## config.mk

```make
export PLATFORM = sky130hd
export DESIGN_NAME = br_resolve
export DESIGN_NICKNAME = d
export VERILOG_FILES = /design/src/rtl/br_resolve_pkg.sv /design/src/rtl/br_age_sel.sv /design/src/rtl/br_resolve.sv
export SDC_FILE = /design/constraint.sdc
export NUM_CORES = 1
export LEC_CHECK = 0
export CAP_MARGIN = 20
export CELL_PAD_IN_SITES_DETAIL_PLACEMENT = 1
export CELL_PAD_IN_SITES_GLOBAL_PLACEMENT = 2
export CORE_UTILIZATION = 26
export CTS_CLUSTER_SIZE = 30
export DETAILED_ROUTE_END_ITERATION = 7
export MAX_ROUTING_LAYER = met4
export PLACE_DENSITY = 0.95
export REMOVE_ABC_BUFFERS = 1
export SYNTH_ARGS = -nofsm -noshare
export SYNTH_HDL_FRONTEND = slang
export SYNTH_SLANG_ARGS = --single-unit
```

## constraint.sdc

```tcl
create_clock -name clk -period 13.95 [get_ports clk]
set_clock_uncertainty 0.05 [all_clocks]
set_input_delay 3.4875 -clock clk [delete_from_list [all_inputs] [get_ports clk]]
set_output_delay 3.4875 -clock clk [all_outputs]
set_load 0.02 [all_outputs]
```

## src/rtl/br_resolve_pkg.sv

```systemverilog
// Shared branch-resolution types: the resolved-lane record and the flush FSM states.
// The macro defaults below apply only if stddef.vh has not already defined them.
`ifndef AddrWidth
`define AddrWidth 32
`endif
`ifndef RobDepth
`define RobDepth 16
`endif
`ifndef Enable
`define Enable 1'b1
`endif
`ifndef Disable
`define Disable 1'b0
`endif

package br_resolve_pkg;

    localparam int ADDR_W = `AddrWidth;
    localparam int ROB_W  = $clog2(`RobDepth);

    typedef enum logic {
        ST_IDLE = 1'b0,
        ST_HOLD = 1'b1
    } br_state_e;

    // Record widths follow the package defaults; instances must keep ADDR/ROB_DEPTH matching.
    typedef struct packed {
        logic              valid;
        logic              jump;
        logic              miss;
        logic [ROB_W-1:0]  age;
        logic [ADDR_W-1:0] addr;
    } br_lane_t;

endpackage

```

## src/rtl/br_age_sel.sv

```systemverilog
// Picks the oldest mispredicting lane; ties go to the lowest lane index.
// Output record is all-zero when no lane mispredicts.
module br_age_sel
    import br_resolve_pkg::*;
#(
    parameter int LANES = 2,
    parameter int ROB   = ROB_W
) (
    input  br_lane_t lanes_i [LANES],
    output br_lane_t sel_o
);

    logic           found;
    logic [ROB-1:0] best_age;

    always_comb begin
        sel_o    = '0;
        found    = 1'b0;
        best_age = '0;
        for (int i = 0; i < LANES; i++) begin
            // Strict compare keeps the earlier lane on equal age.
            if (lanes_i[i].valid && lanes_i[i].miss && (!found || (lanes_i[i].age < best_age))) begin
                sel_o    = lanes_i[i];
                found    = 1'b1;
                best_age = lanes_i[i].age;
            end
        end
    end

endmodule

```

## src/rtl/br_resolve.sv

```systemverilog
// Branch/jump resolution: detects mispredicts, holds the oldest pending flush until
// acknowledged, emits registered predictor updates and keeps branch/miss statistics.
module br_resolve
    import br_resolve_pkg::*;
#(
    parameter int ADDR      = `AddrWidth,
    parameter int ROB_DEPTH = `RobDepth,
    parameter int LANES     = 2,
    parameter int CNT       = 32,
    localparam int ROB      = $clog2(ROB_DEPTH)
) (
    input  logic                       clk,
    input  logic                       reset_,
    input  logic [LANES-1:0]           lane_valid,
    input  logic [LANES-1:0]           lane_jump,
    input  logic [LANES-1:0][ADDR-1:0] lane_res,
    input  logic [LANES-1:0][ADDR-1:0] lane_pc,
    input  logic [LANES-1:0][ADDR-1:0] lane_br_target,
    input  logic [LANES-1:0]           lane_pred_taken,
    input  logic [LANES-1:0][ADDR-1:0] lane_pred_addr,
    input  logic [LANES-1:0][ROB-1:0]  lane_rob_id,
    input  logic [ROB-1:0]             rob_head,
    output logic                       flush_valid,
    output logic [ROB-1:0]             flush_rob_id,
    output logic [ADDR-1:0]            flush_addr,
    input  logic                       flush_ack,
    output logic [LANES-1:0]           upd_valid,
    output logic [LANES-1:0][ADDR-1:0] upd_pc,
    output logic [LANES-1:0][ADDR-1:0] upd_target,
    output logic [LANES-1:0]           upd_taken,
    output logic [CNT-1:0]             br_cnt,
    output logic [CNT-1:0]             miss_cnt,
    output br_state_e                  dbg_state
);

    // Flush handshake: flush_valid stays high until a cycle with flush_ack=1;
    // the pending id/addr may only be replaced by a strictly older mispredict.
    br_state_e                  state_q, state_d;
    logic [ROB-1:0]             flush_id_q, flush_id_d;
    logic [ADDR-1:0]            flush_addr_q, flush_addr_d;
    logic [LANES-1:0]           upd_valid_q, upd_valid_d;
    logic [LANES-1:0][ADDR-1:0] upd_pc_q, upd_pc_d;
    logic [LANES-1:0][ADDR-1:0] upd_target_q, upd_target_d;
    logic [LANES-1:0]           upd_taken_q, upd_taken_d;
    logic [CNT-1:0]             br_cnt_q, br_cnt_d;
    logic [CNT-1:0]             miss_cnt_q, miss_cnt_d;
    logic [CNT-1:0]             br_inc, miss_inc;

    br_lane_t       lane_rec [LANES];
    br_lane_t       sel_rec;
    logic           cand;
    logic           cand_older;
    logic [ROB-1:0] pend_age;
    logic           unused_sel_jump;

    always_comb begin
        br_inc   = '0;
        miss_inc = '0;
        for (int i = 0; i < LANES; i++) begin
            lane_rec[i].valid = lane_valid[i];
            lane_rec[i].jump  = lane_jump[i];
            lane_rec[i].miss  = lane_valid[i] &
                                (lane_jump[i] ? (lane_res[i] != lane_pred_addr[i])
                                              : (lane_res[i][0] != lane_pred_taken[i]));
            // Modular subtraction makes the age immune to ROB id wrap-around.
            lane_rec[i].age   = lane_rob_id[i] - rob_head;
            if (lane_jump[i])
                lane_rec[i].addr = lane_res[i];
            else if (lane_res[i][0])
                lane_rec[i].addr = lane_br_target[i];
            else
                lane_rec[i].addr = lane_pc[i] + ADDR'(4);
            br_inc   = br_inc + CNT'(lane_rec[i].valid);
            miss_inc = miss_inc + CNT'(lane_rec[i].miss);
        end
    end

    br_age_sel #(
        .LANES (LANES),
        .ROB   (ROB)
    ) u_age_sel (
        .lanes_i (lane_rec),
        .sel_o   (sel_rec)
    );

    assign unused_sel_jump = sel_rec.jump;
    assign cand       = sel_rec.valid & sel_rec.miss;
    assign pend_age   = flush_id_q - rob_head;
    assign cand_older = cand && (sel_rec.age < pend_age);

    always_comb begin
        state_d      = state_q;
        flush_id_d   = flush_id_q;
        flush_addr_d = flush_addr_q;
        case (state_q)
            ST_IDLE: begin
                if (cand) begin
                    state_d      = ST_HOLD;
                    flush_id_d   = sel_rec.age + rob_head;
                    flush_addr_d = sel_rec.addr;
                end
            end
            ST_HOLD: begin
                if (cand_older) begin
                    flush_id_d   = sel_rec.age + rob_head;
                    flush_addr_d = sel_rec.addr;
                end else if (flush_ack) begin
                    state_d = ST_IDLE;
                end
            end
            default: state_d = ST_IDLE;
        endcase
    end

    always_comb begin
        upd_valid_d = lane_valid;
        for (int i = 0; i < LANES; i++) begin
            upd_pc_d[i]     = lane_valid[i] ? lane_pc[i] : '0;
            upd_taken_d[i]  = lane_valid[i] & (lane_rec[i].jump | lane_res[i][0]);
            upd_target_d[i] = !lane_valid[i] ? '0 :
                              (lane_rec[i].jump ? lane_res[i] : lane_br_target[i]);
        end
        br_cnt_d   = br_cnt_q + br_inc;
        miss_cnt_d = miss_cnt_q + miss_inc;
    end

    always_ff @(posedge clk) begin
        if (!reset_) begin
            state_q      <= ST_IDLE;
            flush_id_q   <= '0;
            flush_addr_q <= '0;
            upd_valid_q  <= '0;
            upd_pc_q     <= '0;
            upd_target_q <= '0;
            upd_taken_q  <= '0;
            br_cnt_q     <= '0;
            miss_cnt_q   <= '0;
        end else begin
            state_q      <= state_d;
            flush_id_q   <= flush_id_d;
            flush_addr_q <= flush_addr_d;
            upd_valid_q  <= upd_valid_d;
            upd_pc_q     <= upd_pc_d;
            upd_target_q <= upd_target_d;
            upd_taken_q  <= upd_taken_d;
            br_cnt_q     <= br_cnt_d;
            miss_cnt_q   <= miss_cnt_d;
        end
    end

    assign flush_valid  = (state_q == ST_HOLD) ? `Enable : `Disable;
    assign flush_rob_id = flush_id_q;
    assign flush_addr   = flush_addr_q;
    assign upd_valid    = upd_valid_q;
    assign upd_pc       = upd_pc_q;
    assign upd_target   = upd_target_q;
    assign upd_taken    = upd_taken_q;
    assign br_cnt       = br_cnt_q;
    assign miss_cnt     = miss_cnt_q;
    assign dbg_state    = state_q;

endmodule
```

# Word level (Yosys, flattened, before mapping)
# Index checks and enable logic that the tools add are counted.
# W data, S select, Z words.
# word_totals
out_inout_bits,234
word_cells,69
ff_bits,233
input_bits,277
# op_classes
order_cmp,2
bitwise,8
n_eq_ne,6
add_sub_neg,10
reduce_logical,9
mux,23
# ops
op,count
$mux W32,8
$mux W39,2
$add A32 B2 Y32,2
$add A32 B3 Y32 const B,2
$ne A32 B32 Y1,2
$pmux W32 S2,1
$mux W4,3
$sub A4 B4 Y4,3
$lt A4 B4 Y1,2
$pmux W4 S2,1
$mux W1,7
$reduce_and A2 Y1,3
$and A1 B1 Y1,5
$add A1 B1 Y2,2
$add A4 B4 Y4,1
$logic_and A1 B1 Y1,4
$ne A1 B1 Y1,2
$ne A2 B1 Y1 const B,1
$ne A2 B2 Y1 const B,1
$or A1 B1 Y1,2
$pmux W1 S2,1
$logic_not A1 Y1,1
$logic_or A1 B1 Y1,1
$not A1 Y1,1

# Logic depth before layout (Yosys ltp)
# logic_depth
depth_word,13
mapped_depth,25
ltp_nobuf,21

# Hierarchy
# Synthesis repeated with hierarchy kept, for this count alone.
# unflattened
hier_cells,1453
hier_area_um2,12764.7
# by_module_without_submodules
mod,area_each_um2,instances,seq_area_each_um2,cells_each
br_resolve,11800.1,1,4664.5,1349
br_age_sel,964.7,1,0.0,104

# Least setup slack after synthesis
# No wires, ideal clock.
# synth_timing
path_kind,in2reg
start,input port lane_res[0] (netlist bit)
end,"register flush_addr_q[14], in the netlist flush_addr[14]"
t_required_ns,13.778
n_path_buf,6
stages,23
arrival_ns,7.622
setup_time_ns,0.122
slack_ns,6.157
cell_sequence,buf_6 xor2_1 nor4_1 nand4_1 o31a_1 buf_2 nand2_1 ha_1 a211o_1 nor3b_1 nor3_1 a211oi_2 clkbuf_1 o21a_1 inv_1 ha_1 a211o_1 a211o_2 buf_6 o21a_1 buf_6 buf_12 mux2i_1
# synth_between
elab_chain_cells,13
elab_cells_between_ends,24
cone_classes,2 x order compare; 4 x eq/ne; 10 x mux; 2 x bitwise; 6 x reduce/logical
# synth_rtl
element,line_no,rtl
"start, declared",br_resolve.sv:16,"input logic [LANES-1:0][ADDR-1:0] lane_res,"
$ne A32 B32 Y1 / $ne A1 B1 Y1 (equally long branches),"br_resolve.sv:63, br_resolve.sv:64",
$mux W1,br_resolve.sv:63,(lane_jump[i] ? (lane_res[i] != lane_pred_addr[i])
$and A1 B1 Y1,br_resolve.sv:62,lane_rec[i].miss = lane_valid[i] &
$logic_and A1 B1 Y1,br_age_sel.sv:22,if (lanes_i[i].valid && lanes_i[i].miss && (!found || (lanes_i[i].age < best_age))) begin
$mux W4 / $mux W1 (equally long branches),br_age_sel.sv:22,
$lt A4 B4 Y1 / $logic_not A1 Y1 (equally long branches),br_age_sel.sv:22,
$logic_or A1 B1 Y1,br_age_sel.sv:22,
$logic_and A1 B1 Y1,br_age_sel.sv:22,
$mux W39 *,br_age_sel.sv:22,
$lt A4 B4 Y1 / $and A1 B1 Y1 (equally long branches),"br_resolve.sv:89, br_resolve.sv:87",
$logic_and A1 B1 Y1,br_resolve.sv:89,assign cand_older = cand && (sel_rec.age < pend_age);
$ne A2 B1 Y1 (no line),-,
$reduce_and A2 Y1 (no line),-,
"end signal, assigned",br_resolve.sv:141,flush_addr_q <= flush_addr_d;
"end, declared",br_resolve.sv:40,"logic [ADDR-1:0] flush_addr_q, flush_addr_d;"
# Every way passes the cells marked *; elsewhere a longest branch is shown, timed or not. The select of a mux whose other input is x is not followed.
# A chain may end at the register's enable or synchronous reset.

# Worst setup path in the final report
# layout_timing
start,input port lane_valid[0]
end,"register flush_addr_q[20], in the netlist flush_addr[20]"
# layout_between
elab_chain_cells,11
elab_cells_between_ends,19
cone_classes,2 x order compare; 2 x eq/ne; 7 x mux; 2 x bitwise; 6 x reduce/logical
# layout_rtl
element,line_no,rtl
"start, declared",br_resolve.sv:14,"input logic [LANES-1:0] lane_valid,"
$and A1 B1 Y1,br_resolve.sv:62,
$logic_and A1 B1 Y1,br_age_sel.sv:22,
$mux W4 / $mux W1 (equally long branches),br_age_sel.sv:22,
$lt A4 B4 Y1 / $logic_not A1 Y1 (equally long branches),br_age_sel.sv:22,
$logic_or A1 B1 Y1,br_age_sel.sv:22,
$logic_and A1 B1 Y1,br_age_sel.sv:22,
$mux W39 *,br_age_sel.sv:22,
$lt A4 B4 Y1 / $and A1 B1 Y1 (equally long branches),"br_resolve.sv:89, br_resolve.sv:87",
$logic_and A1 B1 Y1,br_resolve.sv:89,
$ne A2 B1 Y1 (no line),-,
$reduce_and A2 Y1 (no line),-,
# Marked as above.

==> metrics.txt <==
number of global-route vias before repair=13400; clk sinks=233; Initial Util=26.4%; cts bufs inserted=30; # hold bufs at CTS=0; Vias/cell=4.96; CP Buf/Inv Count=4; yosys warns=0; most frequent cells in the layout=506 x clkdlybuf4s50_1, 233 x dfxtp_1, 163 x nand2_1; Routed Antenna Nets=0; Primary FF master, synth=dfxtp_1; initial antenna violation count=6; Distinct cells, synth=62; number of synthesized flops with an enable pin=0; post-synthesis instance area=0.0123 mm²; most common cell after layout, fill and taps aside=clkdlybuf4s50_1; area delta synth->final=54.5%; utilization after layout=40.8%; Fin. Hold Viols=0; routed length per placed instance=22.2 µm; Int Pwr=1.49 mW; Seq pwr share=34.0%; sw power=0.652 mW; Sw Share=30.4%; Final period util=63.9%; Mapped Cells=1474; layout cells sized above 1=4.32%; worst r2r src=flush_rob_id[1]; total negative slack=0 ns; final hold slack=0.417 ns; detailed placement HPWL=44.9 mm; CP Max Fanout=31; static leakage=7.42 nW; VDD IR max=132 µV; Worst Path Arrival=9.38 ns; crit path kind=in2reg; total power=2.14 mW; status=complete, no violations; IO Pins=511; path type of the worst min-delay path=reg2reg; GP Congestion=0.874; worst skew pair latency=0.58 ns; Port Buffers=510; die area=0.0481 mm²; placed cell areas=0.0179 mm²; type of origin of the critical path=input pin; Overall Global Routing Usage=23.5%; FMAX=112 MHz; CP required=14.41 ns; ys async rst share=0%; #FFs+latches synth=233; core box area=0.0466 mm²; Longest Clk Path Bufs=3; capturing element type of the critical path=register; chip width=219 µm; Root Buffer=clkbuf_16; Final Instance Area=0.0190 mm²; Max Cap Viol=0; crit path max-delay cell type=clkdlybuf4s50_1; RSZ-0062 raised after global routing=no; Slew Limit Fails=0; setup violators final=0; Die Y=219 µm; Avg Cell Area, Syn=8.34 µm²; Seq/Total Area, Yosys=37.9%; 1st-iter DRT viols=543; residual DRC count=0; Setup Fix Bufs, Post-CTS=0; critical-path cell list=clkdlybuf4s50_1 -> inv_1 -> a21oi_1 -> o31a_1 -> buf_4 -> nand2_1 -> ha_1 -> a211o_1 -> nor2_1 -> nor3_1 -> inv_1 -> o2111ai_1 -> o21ai_0 -> ha_1 -> o21a_1 -> o21ai_0 -> o2bb2ai_4 -> o21a_2 -> mux2i_1; Worst Setup SP=lane_valid[0]; global-route wire length before repair=82.7 mm; fin nets=2254; First-pass DRT Iterations=5; CTS tree=built; min-delay src=flush_addr[10]; FP Rows=79; Remaining Overflow, GRT=0; headroom to the max-slew limit=20.9%; post_cts resized=0; vias post-DR=12800; Power Dens Cells=113 mW/mm²; htree depth=1; Clock transition at path regs=0.06 ns; fin crit period=8.92 ns; Comb power frac=25.7%; Routed WL=57.3 mm; Clk pwr share=40.2%; Max stage delay on crit path=1.13 ns; largest net degree at the start of global routing=73; Worst-Margin Slew=1.18 ns; Top delay family on crit path=compound AO/OA/AOI/OAI gates
[metrics by stage]
stage                     std cells  setup slack, ns
final                          2583             5.03
after global routing           2582             4.46
after CTS                      2576             5.05
after detailed placement       2524             4.44
after global placement         2524             4.60
after floorplan                1390             5.28
[synthesized netlist by cell type, types with 4 or more instances]
master | instances | share of area, %
a21o_1 | 5 | 0.31
a21oi_1 | 109 | 4.4
a22o_1 | 11 | 0.78
a22oi_1 | 7 | 0.43
a311oi_1 | 7 | 0.50
and2_1 | 9 | 0.46
and3_1 | 80 | 4.1
and4_1 | 8 | 0.57
buf_1 | 10 | 0.31
buf_2 | 7 | 0.28
buf_6 | 4 | 0.37
clkbuf_1 | 60 | 1.8
dfxtp_1 | 233 | 38
fa_1 | 6 | 0.98
ha_1 | 22 | 2.2
inv_1 | 51 | 1.6
mux2i_1 | 72 | 5.9
nand2_1 | 163 | 5.0
nand2b_1 | 26 | 1.3
nand3_1 | 58 | 2.4
nand4_1 | 21 | 1.1
nor2_1 | 125 | 3.8
nor3_1 | 23 | 0.94
nor4_1 | 26 | 1.3
o211a_1 | 7 | 0.57
o21a_1 | 5 | 0.31
o21ai_0 | 71 | 2.9
o22ai_1 | 5 | 0.25
or3_1 | 18 | 0.92
xnor2_1 | 52 | 3.7
xor2_1 | 122 | 8.7
[power groups by stage]
| stage | clock [mW] | sequential [mW] | combinational [mW] |
|---|---|---|---|
| after CTS | 0.885 | 0.730 | 0.556 |
| final | 0.861 | 0.729 | 0.552 |
| after detailed placement | 0 | 0.744 | 0.552 |
| after global placement | 0 | 0.743 | 0.542 |
| after floorplan | 0 | 0.787 | 0.204 |
| after global routing | 0.907 | 0.734 | 0.593 |
[logic make-up (layout without fill, tap and decap cells)]
family	Yosys count	count (layout)	share of synthesized area, %
AND/OR/NAND/NOR	571	571	22.8
AO/OA/AOI/OAI	256	256	12.8
flip-flops	233	233	37.9
XOR/XNOR	174	174	12.4
buffers and inverters	138	633	4.82
multiplexers	74	74	6.05
adder cells (fa/ha/maj)	28	28	3.22
other	0	7	0
[registers in the layout, indices dropped and copies added (netlist names)]
register / cells
upd_target: 64
br_cnt: 32
upd_pc: 64
dbg_state: 1
upd_taken: 2
miss_cnt: 32
flush_rob_id: 4
upd_valid: 2
flush_addr: 32
[worst register-to-register path, stage by stage, from the launching register on]
cell and delay, ns:
dfxtp_1 0.41, ha_1 0.28, a21o_1 0.19, a21oi_1 0.18, xnor2_1 0.12, ha_1 0.31, o21a_1 0.12, o21ai_0 0.12
o2bb2ai_4 0.33, o21a_2 0.82, mux2i_1 0.31
[worst paths after layout]
check	to	slack, ns	cells past startpoint
max	flush_addr[20]	5.03	19
min	flush_addr[10]	0.42	2
max reg2reg	flush_addr[20]	10.65	10
min reg2reg	flush_addr[10]	0.42	2
[layout make-up]
cell class,count,area (µm²)
Clock buffer,44,863
Tap cell,607,759
Timing Repair Buffer,527,5220
Fill cell,5491,27600
Clock inverter,8,204
Inverter,54,203
Antenna cell,7,17.5
Sequential cell,233,4660
Multi-Input combinational cell,1103,7060
[layer usage]
metal  GRT usage, %  vias up  wire length (µm)
li1               -     6042                 -
met1           26.5     6285             23000
met2           41.5      398             29200
met3           5.03       83              3580
met4           6.67        0              1460
met5              -        -                 0
Note: power is estimated with default switching activity, not from simulation.
